**src/rtl/l2_pkg.sv**
```systemverilog
// Shared constants and types for the L2 stream fill path.
//   L2_NCL       : cache-line slots per stream (power of 2)
//   L2_NCL_WIDTH : slot index width
//   CL_WIDTH     : cache-line width in bits
package l2_pkg;

  localparam int unsigned L2_NCL       = 256;
  localparam int unsigned L2_NCL_WIDTH = $clog2(L2_NCL);
  localparam int unsigned CL_WIDTH     = 512;

  typedef logic [L2_NCL_WIDTH-1:0] l2_slot_t;
  typedef logic [L2_NCL_WIDTH:0]   l2_cnt_t;
  typedef logic [CL_WIDTH-1:0]     cl_t;

  // Payload held in the URAM write stage
  typedef struct packed {
    l2_slot_t addr;
    cl_t      data;
  } l2_wr_t;

endpackage

```
**src/rtl/l2_fill_done_map.sv**
```systemverilog
// Per-slot "line written, awaiting retire" bitmap.
//   set_en/set_idx : mark slot written (wins over clear on the same slot)
//   clr_en/clr_idx : clear slot on retire
//   flush          : clear every slot (stream clear)
//   rd_idx/rd_bit_c: combinational read of the registered bitmap
// Macro L2_STREAM_FILL_CHECK_EN adds a second read port (chk_idx/chk_bit_c).
module l2_fill_done_map
  import l2_pkg::*;
(
  input  logic     clk,
  input  logic     reset,
  input  logic     set_en,
  input  l2_slot_t set_idx,
  input  logic     clr_en,
  input  l2_slot_t clr_idx,
  input  logic     flush,
  input  l2_slot_t rd_idx,
  output logic     rd_bit_c
`ifdef L2_STREAM_FILL_CHECK_EN
  ,
  input  l2_slot_t chk_idx,
  output logic     chk_bit_c
`endif
);

  logic [L2_NCL-1:0] done_q;
  logic [L2_NCL-1:0] done_d;

  // Next bitmap: clear applied first so a set on the same slot wins
  always_comb begin
    done_d = done_q;
    if (flush) begin
      done_d = '0;
    end else begin
      if (clr_en) done_d[clr_idx] = 1'b0;
      if (set_en) done_d[set_idx] = 1'b1;
    end
  end

  always_ff @(posedge clk or negedge reset) begin
    if (!reset) done_q <= '0;
    else        done_q <= done_d;
  end

  assign rd_bit_c = done_q[rd_idx];

`ifdef L2_STREAM_FILL_CHECK_EN
  assign chk_bit_c = done_q[chk_idx];
`endif

endmodule

```
**src/rtl/l2_stream_fill.sv**
```systemverilog
// L2 stream fill: tags outgoing requests with an L2 slot, writes (possibly
// out-of-order) responses into URAM through one register stage, and retires
// completions to the stream pointer strictly in issue order.
//   i_req_*  / o_req_*  : request in from stream pointer, tagged request out
//   i_rsp_*             : OpenCAPI response (tag + cache line)
//   o_wr_*              : URAM write port
//   o_rsp_v / o_rsp_r   : in-order completion to stream pointer
//   i_clr_v / i_clr_r   : stream clear, accepted only when fully drained
//   o_cnt               : allocated but not yet retired slots
// Macro L2_STREAM_FILL_CHECK_EN adds sticky o_err for illegal response tags;
// such responses are consumed but not written.
module l2_stream_fill
  import l2_pkg::*;
(
  input  logic                  clk,
  input  logic                  reset,
  input  logic                  i_req_v,
  output logic                  i_req_r,
  output logic                  o_req_v,
  input  logic                  o_req_r,
  output l2_slot_t              o_req_tag,
  input  logic                  i_rsp_v,
  output logic                  i_rsp_r,
  input  l2_slot_t              i_rsp_tag,
  input  cl_t                   i_rsp_d,
  output logic                  o_wr_v,
  input  logic                  o_wr_r,
  output l2_slot_t              o_wr_addr,
  output cl_t                   o_wr_d,
  output logic                  o_rsp_v,
  input  logic                  o_rsp_r,
  input  logic                  i_clr_v,
  output logic                  i_clr_r,
  output logic [L2_NCL_WIDTH:0] o_cnt
`ifdef L2_STREAM_FILL_CHECK_EN
  ,
  output logic                  o_err
`endif
);

  localparam l2_cnt_t CNT_FULL = l2_cnt_t'(L2_NCL);

  l2_slot_t alloc_ptr;
  l2_slot_t retire_ptr;
  l2_cnt_t  cnt_q;
  logic     wr_v_q;
  l2_wr_t   wr_q;

  logic full;
  logic req_hs;
  logic rsp_hs;
  logic wr_hs;
  logic ret_hs;
  logic clr_hs;
  logic wr_load;
  logic head_done;

  // Handshakes; a pending clear blocks allocation in the same cycle
  assign full    = (cnt_q == CNT_FULL);
  assign i_req_r = o_req_r & ~full & ~i_clr_v;
  assign o_req_v = i_req_v & ~full & ~i_clr_v;
  assign req_hs  = i_req_v & i_req_r;
  assign o_req_tag = alloc_ptr;

  assign i_rsp_r = ~wr_v_q | o_wr_r;
  assign rsp_hs  = i_rsp_v & i_rsp_r;
  assign wr_hs   = wr_v_q & o_wr_r;

  assign o_rsp_v = head_done;
  assign ret_hs  = head_done & o_rsp_r;

  assign i_clr_r = (cnt_q == '0) & ~wr_v_q;
  assign clr_hs  = i_clr_v & i_clr_r;

  assign o_wr_v    = wr_v_q;
  assign o_wr_addr = wr_q.addr;
  assign o_wr_d    = wr_q.data;
  assign o_cnt     = cnt_q;

`ifdef L2_STREAM_FILL_CHECK_EN
  // A legal tag lies in [retire_ptr, retire_ptr+cnt) and is neither done
  // nor sitting in the write stage
  l2_slot_t rsp_off;
  logic     in_win;
  logic     chk_done;
  logic     rsp_bad;
  logic     err_q;

  assign rsp_off = i_rsp_tag - retire_ptr;
  assign in_win  = l2_cnt_t'(rsp_off) < cnt_q;
  assign rsp_bad = ~in_win | chk_done | (wr_v_q & (wr_q.addr == i_rsp_tag));
  assign wr_load = rsp_hs & ~rsp_bad;
  assign o_err   = err_q;

  always_ff @(posedge clk or negedge reset) begin
    if (!reset)                err_q <= 1'b0;
    else if (clr_hs)           err_q <= 1'b0;
    else if (rsp_hs & rsp_bad) err_q <= 1'b1;
  end
`else
  assign wr_load = rsp_hs;
`endif

  // URAM write stage
  always_ff @(posedge clk or negedge reset) begin
    if (!reset) begin
      wr_v_q <= 1'b0;
      wr_q   <= '0;
    end else if (wr_load) begin
      wr_v_q    <= 1'b1;
      wr_q.addr <= i_rsp_tag;
      wr_q.data <= i_rsp_d;
    end else if (wr_hs) begin
      wr_v_q <= 1'b0;
    end
  end

  // Slot pointers, reset to zero by a stream clear
  always_ff @(posedge clk or negedge reset) begin
    if (!reset) begin
      alloc_ptr  <= '0;
      retire_ptr <= '0;
    end else if (clr_hs) begin
      alloc_ptr  <= '0;
      retire_ptr <= '0;
    end else begin
      if (req_hs) alloc_ptr  <= alloc_ptr + l2_slot_t'(1);
      if (ret_hs) retire_ptr <= retire_ptr + l2_slot_t'(1);
    end
  end

  // Outstanding count
  always_ff @(posedge clk or negedge reset) begin
    if (!reset) begin
      cnt_q <= '0;
    end else if (req_hs & ~ret_hs) begin
      cnt_q <= cnt_q + l2_cnt_t'(1);
    end else if (ret_hs & ~req_hs) begin
      cnt_q <= cnt_q - l2_cnt_t'(1);
    end
  end

  l2_fill_done_map u_done_map (
    .clk      (clk),
    .reset    (reset),
    .set_en   (wr_hs),
    .set_idx  (wr_q.addr),
    .clr_en   (ret_hs),
    .clr_idx  (retire_ptr),
    .flush    (clr_hs),
    .rd_idx   (retire_ptr),
    .rd_bit_c (head_done)
`ifdef L2_STREAM_FILL_CHECK_EN
    ,
    .chk_idx  (i_rsp_tag),
    .chk_bit_c(chk_done)
`endif
  );

endmodule

```
**config.mk**
```make
export PLATFORM = sky130hd
export DESIGN_NAME = l2_stream_fill
export DESIGN_NICKNAME = d
export VERILOG_FILES = /design/src/rtl/l2_pkg.sv /design/src/rtl/l2_fill_done_map.sv /design/src/rtl/l2_stream_fill.sv
export SDC_FILE = /design/constraint.sdc
export NUM_CORES = 1
export LEC_CHECK = 0
export CORE_AREA = 5 5 419 421
export CTS_CLUSTER_SIZE = 16
export DETAILED_ROUTE_END_ITERATION = 12
export DIE_AREA = 0 0 424 426
export GPL_TIMING_DRIVEN = 0
export HOLD_SLACK_MARGIN = 0.05
export PLACE_DENSITY = 0.37
export SYNTH_ARGS = -nofsm -noshare
export SYNTH_HDL_FRONTEND = slang
export SYNTH_SLANG_ARGS = --single-unit
```
**constraint.sdc**
```tcl
create_clock -name clk -period 5.4 [get_ports clk]
set_input_delay 0.81 -clock clk [delete_from_list [all_inputs] [get_ports clk]]
set_output_delay 0.81 -clock clk [all_outputs]
set_load 0.02 [all_outputs]
```
* After elaboration in Yosys (flattened, before gate mapping) *
Cells that the tools add are included.

word-level totals
  memories = 0
  bits in registers = 802
  bits in latches = 0
  input bits = 528
  output and inout port bits = 543
  bits in writable memories = 0
  ROM bits = 0

operators by class
  reductions and logical operators = 7
  add/sub/neg operators = 4
  bitwise operators = 21
  shift-type cells = 0
  mux-type cells = 18
  $lt $le $gt $ge = 4
  multipliers = 0
  divide/modulo/power cells = 0
  equality and inequality tests = 1

operator list
  kind                 count
  $mux 256             4
  $and 256x256->256    1
  $not 256->256        1
  $or 256x256->256     1
  $mux 8               4
  $lt 8x9->1 const B   2
  $mux 9               2
  $add 8x1->8 const B  2
  $demux 1 s8          2
  $ge 8x1->1 const B   2
  $and 1x1->1          12
  $add 9x1->9 const B  1
  $eq 9x9->1 const B   1
  $logic_not 9->1      1
  $sub 9x1->9 const B  1
  $bmux 1 s8           1
  $reduce_bool 2->1    4
  $mux 1               5
  $not 1->1            5
  $logic_and 1x1->1    2
  $or 1x1->1           1

* Depth between registers and ports, before layout *
Gate-level depths: netlist of the first run.

  depth in word-level cells = 11
  depth in mapped cells = 24
  mapped depth without buffers = 18

* Hierarchy *
Synthesis of the first run repeated with hierarchy kept, for this count alone.

unflattened totals
  cells, all modules = 2707
  area total of the unflattened synthesis = 33659.8 um2

modules (own cells, without submodules)
  module            instances  cells each  area an instance (um2)
  l2_stream_fill    1          1251        20668.6
  l2_fill_done_map  1          1456        12991.2

* Worst setup path after synthesis of the first run *
Ideal clock, no wire load.

  path type = register -> register
  from = reg retire_ptr[2]
  to = reg cnt_q[8] (netlist: o_cnt[8])
  path buffers = 3
  cell stages (with the launch flop) = 21
  setup time = 0.080 ns
  arrival time = 4.532 ns
  required time = 5.320 ns
  path slack = 0.788 ns
  cell sequence = dfrtp_1 > clkbuf_1 > clkbuf_1 > mux4_2 > mux4_2 > o22a_1 > a311oi_2 > nand2_2 > buf_4 > nand3_1 > ha_1 > inv_1 > ha_1 > a21oi_1 > a21boi_0 > o21ai_0 > a21boi_0 > o21a_1 > or3_1 > a21oi_1 > xor2_1

between the ends
  word-level cells in the longest chain between the ends = 6
  elaborated cells on any way between the ends = 8
  those cells by class = mux (3); bitwise (4); reduce/logical (1)

ends and longest elaborated chain
  what                                                line                    text
  from (decl)                                         l2_stream_fill.sv:44    l2_slot_t retire_ptr;
  from (signal assigned)                              l2_stream_fill.sv:128   if (ret_hs) retire_ptr <= retire_ptr + l2_slot_t'(1);
  $bmux 1 s8 (*)                                      l2_fill_done_map.sv:45  assign rd_bit_c = done_q[rd_idx];
  $mux 1 (not written as such) (*)                    l2_fill_done_map.sv:45
  $and 1x1->1 (*)                                     l2_stream_fill.sv:70    assign ret_hs = head_done & o_rsp_r;
  $not 1->1                                           l2_stream_fill.sv:136   end else if (req_hs & ~ret_hs) begin
  $and 1x1->1                                         l2_stream_fill.sv:136
  $mux 9 / $reduce_bool 2->1 (equally long branches)  --
  to (signal assigned)                                l2_stream_fill.sv:137   cnt_q <= cnt_q + l2_cnt_t'(1);
  to (signal assigned)                                l2_stream_fill.sv:139   cnt_q <= cnt_q - l2_cnt_t'(1);
  to (decl)                                           l2_stream_fill.sv:45    l2_cnt_t cnt_q;

Mark *: on every way between the ends. The rest lies on a longest branch, timed or not. The select of a mux whose other input is x is not followed.
A chain may end at the register's enable or synchronous reset.

* Worst setup path after layout of the first run *
  from = reg retire_ptr[5]
  to = out o_rsp_v

between the ends
  word-level cells in the longest chain between the ends = 2

ends and longest elaborated chain
  what                          line                    text
  $bmux 1 s8                    l2_fill_done_map.sv:45
  $mux 1 (not written as such)  l2_fill_done_map.sv:45
  to (decl)                     l2_stream_fill.sv:30    output logic o_rsp_v,

No other way between the ends. The select of a mux whose other input is x is not followed.

==> results of run 1 <==
==> flip-flops by register name, summed over array words and instances (netlist names) <==
register / cells
retire_ptr: 8
o_wr_d: 512
o_wr_addr: 8
u_done_map.done_q: 256
o_cnt: 9
o_wr_v: 1
o_req_tag: 8
==> per-stage QoR <==
stage / instances / setup TNS (ns) / utilization, % / power (uW) / hold WS [ns]
2_1_floorplan: 2664 / 0 / - / 11100 / 0.488
3_3_place_gp: 5966 / - / 28.3 / 15500 / 0.487
3_5_place_dp: 5986 / -3.45 / 28.5 / 15500 / 0.492
4_1_cts: 6184 / 0 / 30.8 / 23500 / 0.504
5_1_grt: 6199 / 0 / 31.0 / 24300 / 0.513
6_report: 6230 / 0 / 31.0 / 23500 / 0.501
==> where the power goes <==
part | total, uW | leakage (uW) | internal (uW) | switching, uW
sequential | 7780 | 0.00993 | 6970 | 813
clock | 7760 | 0.00183 | 4690 | 3070
combinational | 7930 | 0.00913 | 3240 | 4690
total | 23500 | 0.0209 | 14900 | 8570
==> layout by cell type, fill, tap and decap left out, types with 6 or more instances in the layout <==
master	count
buf_12	8
dfrtp_1	801
nand3_1	41
a211oi_1	60
mux2_2	525
buf_4	22
nor3_1	25
mux4_2	46
clkinv_2	13
buf_6	10
and2_1	11
nand2b_1	26
buf_2	25
inv_1	7
buf_16	10
nor3_2	11
buf_1	6
nor2_1	50
a32o_1	137
nand2_1	122
clkdlybuf4s50_1	1067
clkbuf_8	21
a21oi_1	193
ha_1	13
clkbuf_16	113
a22oi_1	21
diode_2	36
bufinv_16	13
nor4_1	11
mux2i_1	46
a211oi_2	10
nand4_1	118
xor2_1	8
nor2b_1	9
a311oi_1	19
clkbuf_1	210
o21ai_0	39
xnor2_1	6
==> worst register-to-register path, stage by stage (launching register included) <==
cell and delay (ns):
dfrtp_1 0.44, buf_6 0.19, buf_12 0.18, buf_12 0.21, mux2i_1 0.32, a22oi_1 0.14, a31oi_1 0.38, a31oi_1 0.17
a2111o_1 0.42, buf_2 0.19, buf_4 0.24, nand3_4 0.15, ha_2 0.23, inv_2 0.10, ha_1 0.33, a21oi_2 0.15
a21boi_0 0.10, o21ai_1 0.17, a21boi_0 0.15, o21a_1 0.20, or3_1 0.30, a21oi_1 0.19, xor2_1 0.15
==> repair_timing <==
action,CTS,global route
buffers inserted,1,9
hold buffers,1,0
setup endpoints to repair,7,3
hold endpoints to repair,56,0
pin swaps,3,4
cloned,0,1
resized for setup,49,24
==> worst paths after layout <==
path	endpoint	slack [ns]	cells after the start
min in group asynchronous	o_cnt[5]$_DFFE_PN0P_	0.63	2
setup / recovery	o_rsp_v	0.20	11
hold reg to reg	o_wr_d[399]$_DFFE_PN0P_	0.50	1
setup reg to reg	o_cnt[8]$_DFFE_PN0P_	0.21	22
max in group asynchronous	o_wr_d[139]$_DFFE_PN0P_	2.53	6
hold / removal	o_wr_d[399]$_DFFE_PN0P_	0.50	1
==> layer usage <==
metal / global-route usage (%) / part of all wire, % / vias up / wire length, microns
met1: 34.8 / 42 / 16027 / 103000
met3: 11.2 / 10 / 373 / 25900
met4: 5.70 / 2.6 / 120 / 6370
met2: 41.2 / 45 / 1444 / 111000
met5: 0 / 0.31 / - / 758
li1: - / - / 12485 / -
==> logic make-up (layout without fill, tap and decap cells) <==
| group | after synthesis | after routing |
|---|---|---|
| AO/OA/AOI/OAI | 512 | 512 |
| flip-flops | 802 | 802 |
| AND/OR/NAND/NOR | 453 | 453 |
| buffers and inverters | 248 | 1545 |
| other | 0 | 36 |
| adder cells (fa/ha/maj) | 15 | 15 |
| multiplexers | 620 | 620 |
| XOR/XNOR | 14 | 14 |
==> layout make-up <==
| cell class | instances | area [sq um] | area share (%) |
|---|---|---|---|
| Antenna cell | 36 | 90.1 | 0.170 |
| Buffer | 238 | 1160 | 2.19 |
| Clock buffer | 166 | 3220 | 6.06 |
| Clock inverter | 31 | 526 | 0.991 |
| Inverter | 8 | 30.0 | 0.0566 |
| Multi-Input combinational cell | 1614 | 13900 | 26.3 |
| Sequential cell | 802 | 20100 | 37.8 |
| Tap cell | 2233 | 2790 | 5.27 |
| Timing Repair Buffer | 1102 | 11200 | 21.1 |
==> impl_metrics.env, run 1 <==
export IMPL_status="finished with violations"
export IMPL_violations="capacitance limit, slew limit"
export IMPL_core_area_sq_um=171000
export IMPL_drt_first_pass_iters=5
export IMPL_hold_viol_final=0
export IMPL_drive_above_1_share_pct=22.1
export IMPL_ys_warn_count=0
export IMPL_place_area_sq_um=48800
export IMPL_start_kind="flop"
export IMPL_antenna_found_initial=145
export IMPL_slew_headroom_pct=-0.0718
export IMPL_grt_pass1_wl_microns=322000
export IMPL_io_pins=1071
export IMPL_worst_slew_pin_slew_ns=1.49
export IMPL_setup_violations=0
export IMPL_grt_max_degree=103
export IMPL_drt_initial_drc_count=3245
export IMPL_yosys_area_share_simple_pct=6.64
export IMPL_synthTopCellsByCount="dfrtp_1, mux2_2, a21oi_1, clkbuf_1, a32o_1"
export IMPL_wire_per_inst_microns=39.8
export IMPL_period_share_pct=96.3
export IMPL_setup_slack_ns=0.198
export IMPL_synthArstFlopShare_pct=100
export IMPL_clock_sinks=802
export IMPL_cp_max_fo=10
export IMPL_portBuffers=1069
export IMPL_netlist_area_leader_share_pct=57.5
export IMPL_maxSlewViolCount=1
export IMPL_path_class="flop to primary output"
export IMPL_max_freq_ghz=0.192
export IMPL_period_minus_slack_ns=5.20
export IMPL_n_fill_cell=17457
export IMPL_area_delta_synth_final_pct=52.0
export IMPL_numCtsBuffers=107
export IMPL_rows=152
export IMPL_syn_num_nets=3207
export IMPL_grt_total_usage_pct=26.6
export IMPL_ys_types=56
export IMPL_final_area_sq_um=53000
export IMPL_p_leak_uw=0.0209
export IMPL_cts_tree="done"
export IMPL_fin_skew_ns=0.0464
export IMPL_holdCritPathClass="flop to flop"
export IMPL_hpwl_microns=201000
export IMPL_dieArea_sq_um=181000
export IMPL_drc=0
export IMPL_grt_pass1_vias=30394
export IMPL_via_count=30449
export IMPL_ys_ff_latch=802
export IMPL_yosysMostFrequentCell="dfrtp_1"
export IMPL_synth_xor_area_share_pct=0.351
export IMPL_p_per_area_nw_per_um2=443
export IMPL_dieWidth_microns=424
export IMPL_hold_start="o_wr_d[399]$_DFFE_PN0P_"
export IMPL_synth_fa_ha_area_share_pct=0.559
export IMPL_synth_top_family_by_area="multiplexers"
export IMPL_peakVddDrop_v=0.000345
export IMPL_via_per_inst=4.89
export IMPL_path_clk_slew_ns=0.06
export IMPL_clk_latency_ns=0.75
export IMPL_synth_compound_area_share_pct=10.6
export IMPL_path_buf_inv=6
export IMPL_slowest_delay_ns=0.53
export IMPL_dp_slack_ns=-1.06
export IMPL_cts_htree_levels=3
export IMPL_ys_seq_area_share_pct=57.5
export IMPL_ant_nets=0
export IMPL_timing_rr_start="retire_ptr[1]$_DFFE_PN0P_"
export IMPL_routed_wl_microns=248000
export IMPL_crit_family="buffers and inverters"
export IMPL_syn_area_sq_um=34900
export IMPL_synth_main_ff_cell="dfrtp_1"
export IMPL_yosysTopAreaCell="dfrtp_1"
export IMPL_routabilityCongestion=0.917
export IMPL_ys_top_cells_by_area="dfrtp_1, mux2_2, a32o_1"
export IMPL_cts_max_path_buffers=3
export IMPL_syn_inst=2664
export IMPL_grt_overflow_total=0
export IMPL_synth_edf_count=0
export IMPL_synth_mux_area_share_pct=21.3
export IMPL_slowest_stage="nor2_2"
export IMPL_crit_arrival_ns=4.39
export IMPL_clockRootBuffer="clkbuf_16"
export IMPL_crit_chain="clkbuf_1, clkbuf_2, nor2_2, a31oi_1, a31oi_1, a2111o_1, buf_2, buf_4, buf_4, and2_1, dlygate4sd2_1"
export IMPL_end_kind="primary output"
export IMPL_required_ns=4.59
export IMPL_rsz0062_at_grt="false"
export IMPL_start_util_pct=20.4
export IMPL_synth_area_per_cell_sq_um=13.1
export IMPL_die_height_microns=426
export IMPL_max_cap_violations=2
export IMPL_nets=4416
export IMPL_startpoint="retire_ptr[5]$_DFFE_PN0P_"
(Power assumes the default switching activity.)
==> run 2: changes to the inputs <==
--- a/config.mk
+++ b/config.mk
@@ -12,6 +12,7 @@
 export GPL_TIMING_DRIVEN = 0
 export HOLD_SLACK_MARGIN = 0.05
 export PLACE_DENSITY = 0.37
+export SETUP_SLACK_MARGIN = 0.15
 export SYNTH_ARGS = -nofsm -noshare
 export SYNTH_HDL_FRONTEND = slang
 export SYNTH_SLANG_ARGS = --single-unit
==> impl_metrics.env, run 2 (same netlist as run 1, synthesis figures left out) <==
export IMPL_core_area_sq_um=171000
export IMPL_max_freq_ghz=0.195
export IMPL_slew_headroom_pct=-1.66
export IMPL_routabilityCongestion=0.917
export IMPL_required_ns=4.59
export IMPL_via_per_inst=4.91
export IMPL_final_util_pct=31.1
export IMPL_start_util_pct=20.4
export IMPL_place_area_sq_um=48800
export IMPL_period_share_pct=94.8
export IMPL_n_fill_cell=17448
export IMPL_grt_overflow_total=0
export IMPL_mostFrequentLayoutCells="clkdlybuf4s50_1, dfrtp_1, mux2_2"
export IMPL_grt_max_degree=103
export IMPL_antenna_found_initial=146
export IMPL_slowest_stage="a2111o_1"
export IMPL_ant_nets=0
export IMPL_startpoint="retire_ptr[1]$_DFFE_PN0P_"
export IMPL_fin_skew_ns=0.0472
export IMPL_die_height_microns=426
export IMPL_dieWidth_microns=424
export IMPL_area_delta_synth_final_pct=52.3
export IMPL_drc=0
export IMPL_dp_slack_ns=-1.06
export IMPL_hold_start="o_wr_d[399]$_DFFE_PN0P_"
export IMPL_crit_chain="buf_6, buf_12, buf_16, buf_16, buf_8, mux4_2, o211ai_1, a31oi_1, a2111o_1, buf_2, buf_6, buf_4, and2_1, clkdlybuf4s15_1"
export IMPL_period_minus_slack_ns=5.12
export IMPL_cp_max_fo=10
export IMPL_path_class="flop to primary output"
export IMPL_drive_above_1_share_pct=22.1
export IMPL_via_count=30624
export IMPL_rsz0062_at_grt="false"
export IMPL_cts_tree="done"
export IMPL_slowest_delay_ns=0.42
export IMPL_timing_rr_start="retire_ptr[1]$_DFFE_PN0P_"
export IMPL_clk_latency_ns=0.75
export IMPL_routed_wl_microns=248000
export IMPL_tns_ns=0
export IMPL_setup_slack_ns=0.282
export IMPL_cts_max_path_buffers=3
export IMPL_dieArea_sq_um=181000
export IMPL_largest_register_ff_count=512
export IMPL_clock_sinks=802
export IMPL_drt_initial_drc_count=3127
export IMPL_status="finished with violations"
export IMPL_path_clk_slew_ns=0.06
export IMPL_p_total_uw=23600
export IMPL_hpwl_microns=201000
export IMPL_maxSlewViolCount=21
export IMPL_holdCritPathClass="flop to flop"
export IMPL_drt_first_pass_iters=7
export IMPL_peakVddDrop_v=0.000345
export IMPL_nets=4425
export IMPL_grt_pass1_vias=30400
export IMPL_path_buf_inv=9
export IMPL_worst_slew_pin_slew_ns=1.52
export IMPL_max_cap_violations=2
export IMPL_cts_htree_levels=3
export IMPL_portBuffers=1069
export IMPL_hold_viol_final=0
export IMPL_end_kind="primary output"
export IMPL_p_per_area_nw_per_um2=444
export IMPL_crit_arrival_ns=4.31
export IMPL_violations="capacitance limit, slew limit"
export IMPL_crit_family="buffers and inverters"
export IMPL_clockRootBuffer="clkbuf_16"
export IMPL_wire_per_inst_microns=39.8
export IMPL_mostFrequentLayoutCell="clkdlybuf4s50_1"
export IMPL_io_pins=1071
export IMPL_p_leak_uw=0.0209
export IMPL_numCtsBuffers=107
export IMPL_rows=152
export IMPL_setup_violations=0
export IMPL_final_area_sq_um=53100
export IMPL_start_kind="flop"
export IMPL_grt_pass1_wl_microns=322000
export IMPL_grt_total_usage_pct=26.6
## run 2: changes by cell type in the layout (fill, tap and decap cells not counted), moves of 2 or more
cell     before  now
mux2i_2       3    1
buf_4        22   25
buf_6        10   13
a22oi_2       1    3
a22oi_1      21   19
diode_2      36   32
## run 2: worst paths after layout
path	end	slack [ns]	depth (start not counted)
setup reg to reg	o_cnt[8]$_DFFE_PN0P_	0.33	23
hold reg to reg	o_wr_d[399]$_DFFE_PN0P_	0.50	1
min in group asynchronous	o_cnt[5]$_DFFE_PN0P_	0.63	2
hold / removal	o_wr_d[399]$_DFFE_PN0P_	0.50	1
max in group asynchronous	o_wr_d[139]$_DFFE_PN0P_	2.52	6
setup / recovery	o_rsp_v	0.28	14
## run 2: per-layer routing
metal / vias to the layer above / GRT usage, % / routed length [microns]
met5: - / 0 / 778
met4: 122 / 5.69 / 6230
met3: 382 / 11.1 / 25000
met2: 1494 / 41.3 / 112000
met1: 16122 / 34.8 / 104000
li1: 12504 / - / -
## run 2: metrics by stage
| stage | hold slack (ns) | instances |
|---|---|---|
| finish | 0.502 | 6235 |
| global route | 0.513 | 6208 |
| CTS | 0.504 | 6186 |
| detailed placement | 0.492 | 5986 |
| global placement | 0.487 | 5966 |
| floorplan | 0.488 | 2664 |
## run 2: timing repair
action,CTS,global route
setup endpoints to repair,8,3
hold buffers,1,0
pin swaps,3,3
buffers inserted,2,15
resized for setup,62,18
endpoints found under the hold margin,56,0
gates cloned,0,0
## run 2: final cells by class
class                           count  area (sq um)  area share [%]
Clock inverter                     31           526           0.989
Tap cell                         2233          2790            5.26
Antenna cell                       32          80.1           0.151
Clock buffer                      166          3220            6.05
Sequential cell                   802         20100            37.8
Buffer                            240          1190            2.23
Multi-Input combinational cell   1614         14000            26.3
Inverter                            8          30.0          0.0565
Timing Repair Buffer             1109         11300            21.2
## run 2: where the power goes
group | leakage (uW) | switching, uW | internal [uW]
clock network | 0.00183 | 3080 | 4690
registers | 0.00993 | 804 | 6970
logic | 0.00919 | 4740 | 3300
total | 0.0209 | 8620 | 15000
